## src/rtl/dual_rail_wavefront_tx.sv

```systemverilog
// dual_rail_wavefront_tx: paces single-rail words onto a dual-rail NCL bus as DATA/NULL wavefronts gated by downstream ko
module dual_rail_wavefront_tx #(
  parameter int WIDTH       = 2,
  parameter int SYNC_STAGES = 2,
  parameter int TIMEOUT     = 1024
) (
  input  logic             clk,
  input  logic             rst_n,
  input  logic             in_valid,
  output logic             in_ready,
  input  logic [WIDTH-1:0] in_data,
  output logic [WIDTH-1:0] dr_t,
  output logic [WIDTH-1:0] dr_f,
  input  logic             ko_i,
  input  logic             err_clr,
  output logic             busy,
  output logic             timeout_err,
  output logic [15:0]      wave_count
);
  localparam int CW = TIMEOUT > 1 ? $clog2(TIMEOUT) : 1;
  typedef enum logic [2:0] {S_WAIT, S_IDLE, S_DATA, S_NULL, S_ERR} state_t;
  state_t state, nxt;
  logic [SYNC_STAGES-1:0] sync;
  logic [CW-1:0] cnt;
  logic ko_s, waiting, expire;
  assign ko_s    = sync[SYNC_STAGES-1];
  assign waiting = state inside {S_WAIT, S_DATA, S_NULL};
  assign expire  = TIMEOUT != 0 && waiting && cnt == CW'(TIMEOUT - 1);
  always_comb begin
    nxt = state;
    case (state)
      S_WAIT:  nxt = ko_s ? S_IDLE : expire ? S_ERR : S_WAIT;
      S_IDLE:  nxt = in_valid ? S_DATA : S_IDLE;
      S_DATA:  nxt = !ko_s ? S_NULL : expire ? S_ERR : S_DATA;
      S_NULL:  nxt = ko_s ? S_IDLE : expire ? S_ERR : S_NULL;
      S_ERR:   nxt = err_clr ? S_WAIT : S_ERR;
      default: nxt = S_WAIT;
    endcase
  end
  always_ff @(posedge clk) begin
    if (!rst_n) begin
      state       <= S_WAIT;
      sync        <= '0;
      cnt         <= '0;
      dr_t        <= '0;
      dr_f        <= '0;
      in_ready    <= 1'b0;
      busy        <= 1'b0;
      timeout_err <= 1'b0;
      wave_count  <= '0;
    end else begin
      state       <= nxt;
      sync        <= {sync[SYNC_STAGES-2:0], ko_i};
      cnt         <= nxt != state ? '0 : cnt + CW'(waiting);
      dr_t        <= nxt != S_DATA ? '0 : state == S_IDLE ? in_data : dr_t;
      dr_f        <= nxt != S_DATA ? '0 : state == S_IDLE ? ~in_data : dr_f;
      in_ready    <= nxt == S_IDLE;
      busy        <= nxt inside {S_DATA, S_NULL};
      timeout_err <= nxt == S_ERR;
      wave_count  <= wave_count + 16'(state == S_DATA && nxt == S_NULL);
    end
  end
endmodule

```

## config.mk

```make
export PLATFORM = sky130hd
export DESIGN_NAME = dual_rail_wavefront_tx
export DESIGN_NICKNAME = d
export VERILOG_FILES = /design/src/rtl/dual_rail_wavefront_tx.sv
export SDC_FILE = /design/constraint.sdc
export NUM_CORES = 1
export LEC_CHECK = 0
export ABC_AREA = 1
export ABC_CLOCK_PERIOD_IN_PS = 4600
export CAP_MARGIN = 20
export CORE_MARGIN = 10
export CORE_UTILIZATION = 43
export CTS_CLUSTER_SIZE = 8
export DETAILED_ROUTE_END_ITERATION = 6
export HOLD_SLACK_MARGIN = 0.06
export PLACE_DENSITY = 0.67
export SLEW_MARGIN = 20
export SYNTH_ARGS = -nofsm -noshare
export SYNTH_HDL_FRONTEND = slang
export SYNTH_SLANG_ARGS = --single-unit
```

## constraint.sdc

```tcl
create_clock -name clk -period 4.6 [get_ports clk]
set_input_delay 0.46 -clock clk [delete_from_list [all_inputs] [get_ports clk]]
set_output_delay 0.46 -clock clk [all_outputs]
set_load 0.05 [all_outputs]
```

==> impl_metrics.env <==
export IMPL_outcome="complete, no violations"
export IMPL_worstReg2RegStart="state[2]"
export IMPL_hold_path_endpoint="sync[1]"
export IMPL_dp_final_hpwl_um=2490
export IMPL_drt_iter0_drc=53
export IMPL_worst_slew_pin_slew_ps=548
export IMPL_start_util_pct=43.9
export IMPL_gp_congestion=0.816
export IMPL_ys_seq_area_share_pct=43.9
export IMPL_crit_path_max_incr_delay_ps=410
export IMPL_ant_nets=0
export IMPL_diodes=0
export IMPL_row_count=23
export IMPL_cts_buffers=5
export IMPL_power_leakage_nw=0.873
export IMPL_crit_path_frequent_cell="nand2_1"
export IMPL_synth_avg_cell_area_sq_um=7.43
export IMPL_drt_wirelength_per_cell_um=10.4
export IMPL_critPathRequiredTime_ps=4780
export IMPL_cts_hold_buffers=0
export IMPL_grt_max_degree=17
export IMPL_drt_pass1_iter_count=4
export IMPL_via_count=1491
export IMPL_post_route_cells_drive_above_1_share_pct=8.55
export IMPL_timing_fmax_mhz=383
export IMPL_worstHoldStart="sync[0]"
export IMPL_fin_worst_skew_ps=6.02
export IMPL_power_share_switching_pct=22.7
export IMPL_combPwrFrac_pct=8.2
export IMPL_report_final_hold_viol_count=0
export IMPL_synth_fp_nets=244
export IMPL_cp_arrival_ps=2790
export IMPL_switchingPower_mw=0.153
export IMPL_pwr_share_seq_pct=51.0
export IMPL_port_buffers=29
export IMPL_dieArea_sq_mm=0.00697
export IMPL_yosys_warnings=0
export IMPL_post_cts_buffers=0
export IMPL_r2r_cells=19
export IMPL_hp_class="flop to flop"
export IMPL_final_core_util_pct=55.5
export IMPL_p_int_mw=0.519
export IMPL_wirelength_um=3320
export IMPL_place_area_sq_mm=0.00208
export IMPL_antenna_found_initial=0
export IMPL_setup_viol=0
export IMPL_rrSetupSlack_ps=1990
export IMPL_overflow=0
export IMPL_path_clk_slew_ps=70
export IMPL_critPathCaptureType="flop"
export IMPL_syn_area_sq_mm=0.00173
export IMPL_maxCapViolCount=0
export IMPL_synth_seq_cells=38
export IMPL_die_w_um=83.5
export IMPL_startpoint_type="flop"
export IMPL_critPathKind="flop to flop"
export IMPL_finalSetupTns_ps=0
export IMPL_nFillCells=360
export IMPL_finalNetCount=279
export IMPL_post_route_period_util_pct=56.7
export IMPL_ctsHtreeMaxLevel=2
export IMPL_clock_sinks=38
export IMPL_slew_violations=0
export IMPL_io_pins=30
export IMPL_grt_pass1_vias=1373
export IMPL_tritoncts="done"
export IMPL_yosysUniqueCellTypes=26
export IMPL_max_slew_margin_pct=63.3
export IMPL_die_height_um=83.5
export IMPL_grt_usage_pct=9.87
export IMPL_grt_pass1_wl_um=5890
export IMPL_rsz0062_at_grt="no"
export IMPL_path_max_fanout=6
export IMPL_insertion_delay_ps=290
export IMPL_coreArea_sq_mm=0.00394
export IMPL_ir_worst_vdd_mv=0.175
export IMPL_area_growth_pct=26.3
export IMPL_fin_area_sq_mm=0.00219
export IMPL_fin_crit_ps=2610
export IMPL_drc=0
export IMPL_synth_cells=233
export IMPL_r2r_end="wave_count[12]"
export IMPL_crit_chain="inv_1 > nand2_1 > nor2_1 > nand3_1 > nand2_1 > nand2_1 > nand2_1 > nor2_1 > ha_1 > ha_1 > nand2_1 > inv_1 > nand3_1 > nor3_2 > nand2_1 > nor2_1 > nand3_1 > o21ai_0 > nor2_1"
export IMPL_cts_resized=0
export IMPL_clockBufferDepth=2
export IMPL_hold_depth=2
export IMPL_cts_root_buf="clkbuf_8"
export IMPL_cpMaxStageDelayCell="dfxtp_1"
export IMPL_clkPwrFrac_pct=40.8
export IMPL_power_density_mw_per_mm2=307
export IMPL_viasPerCell=4.67
stage by stage:
stage / std cells / worst slack (ps) / hold WS, ps / total power [mW]
floorplan: 233 / 2230 / 390 / 0.389
global placement: 311 / 1810 / 397 / 0.405
detailed placement: 311 / 1740 / 402 / 0.406
CTS: 319 / 1960 / 420 / 0.677
global route: 319 / 1600 / 451 / 0.703
finish: 319 / 1990 / 417 / 0.671
cell usage in the layout (no fill, tap or decap):
cell type        synthesis  layout
a21oi_1                 13      13
a21oi_2                  2       2
a31oi_1                  3       3
and3_1                   1       1
bufinv_16                0       1
clkbuf_1                 1       2
clkbuf_8                 0       5
clkdlybuf4s50_1          0      29
clkinv_1                 1       1
dfxtp_1                 38      38
ha_1                     4       4
inv_1                   37      37
nand2_1                 42      42
nand2_4                  1       1
nand3_1                 12      12
nand3_2                  3       3
nand3b_1                 1       1
nand4_1                  3       3
nor2_1                  35      35
nor2_2                   5       5
nor2_4                   1       1
nor3_1                   6       6
nor3_2                   3       3
nor3_4                   1       1
nor4_1                   1       1
o21ai_0                 11      11
o21ai_2                  1       1
xnor2_1                  2       2
xor2_1                   5       5
cells by family (layout without fill, tap and decap cells):
family | count (synthesis) | in the layout | share of synthesized area [%]
AND/OR/NAND/NOR | 115 | 115 | 31.6
buffers and inverters | 39 | 75 | 8.45
flip-flops | 38 | 38 | 43.9
AO/OA/AOI/OAI | 30 | 30 | 9.54
XOR/XNOR | 7 | 7 | 3.54
adder cells (fa/ha/maj) | 4 | 4 | 2.89
sequential cells by signal, indices dropped and copies added, names as in the netlist:
signal,cells
wave_count,16
busy,1
state,3
timeout_err,1
sync,2
in_ready,1
cnt,10
dr_t,2
dr_f,2
metal layers:
layer / share of wire [%] / GRT usage (%) / up-vias
met5: 0 / 0 / -
met4: 1.3 / 3.20 / 0
met3: 8.4 / 6.45 / 6
met2: 41 / 14.2 / 24
met1: 49 / 11.6 / 648
li1: - / - / 813
power by group through the flow:
stage	clock network (mW)	registers (mW)	logic (mW)
after floorplan	0	0.354	0.0351
after global placement	0	0.350	0.0551
after detailed placement	0	0.350	0.0558
after CTS	0.279	0.342	0.0559
after global routing	0.297	0.343	0.0625
final	0.274	0.343	0.0549
cell usage after synthesis:
| library cell | n | area share [%] |
|---|---|---|
| nor2_4 | 1 | 0.65 |
| a21oi_2 | 2 | 1.0 |
| xnor2_1 | 2 | 1.0 |
| nor4_1 | 1 | 0.36 |
| xor2_1 | 5 | 2.5 |
| inv_1 | 37 | 8.0 |
| nand4_1 | 3 | 1.1 |
| nand2_4 | 1 | 0.65 |
| nor3_1 | 6 | 1.7 |
| nor2_2 | 5 | 1.8 |
| nor3_4 | 1 | 0.94 |
| dfxtp_1 | 38 | 44 |
| nand3_2 | 3 | 1.7 |
| nand3b_1 | 1 | 0.43 |
| a31oi_1 | 3 | 1.1 |
| nand2_1 | 42 | 9.1 |
| nand3_1 | 12 | 3.5 |
| clkinv_1 | 1 | 0.22 |
| ha_1 | 4 | 2.9 |
| nor2_1 | 35 | 7.6 |
| and3_1 | 1 | 0.36 |
| clkbuf_1 | 1 | 0.22 |
| a21oi_1 | 13 | 3.8 |
| o21ai_2 | 1 | 0.51 |
| nor3_2 | 3 | 1.7 |
| o21ai_0 | 11 | 3.2 |
critical path: cells and delay by family (launching register included):
family | cells | cell delay, ps
AND/OR/NAND/NOR | 14 | 1340
flip-flops | 1 | 410
adder cells (fa/ha/maj) | 2 | 350
buffers and inverters | 2 | 240
AO/OA/AOI/OAI | 1 | 170
layout make-up:
type | count | area, sq um | share of cell area [%]
flip-flops and latches | 38 | 761 | 34.8
clock inverters | 1 | 30.0 | 1.37
clock buffers | 7 | 76.3 | 3.49
repair buffers | 29 | 290 | 13.3
multi-input cells | 156 | 825 | 37.7
well taps | 50 | 62.6 | 2.86
inverters | 38 | 143 | 6.52
worst max-delay path by stage:
stage	start	end	slack [ps]
after floorplan	state[2]	wave_count[12]	2230
after global placement	in_valid	wave_count[12]	1810
after detailed placement	in_valid	wave_count[12]	1740
after CTS	state[2]	wave_count[12]	1960
after global routing	state[2]	wave_count[14]	1600
final	state[2]	wave_count[12]	1990
No activity file was read; power rests on OpenSTA's default activity.
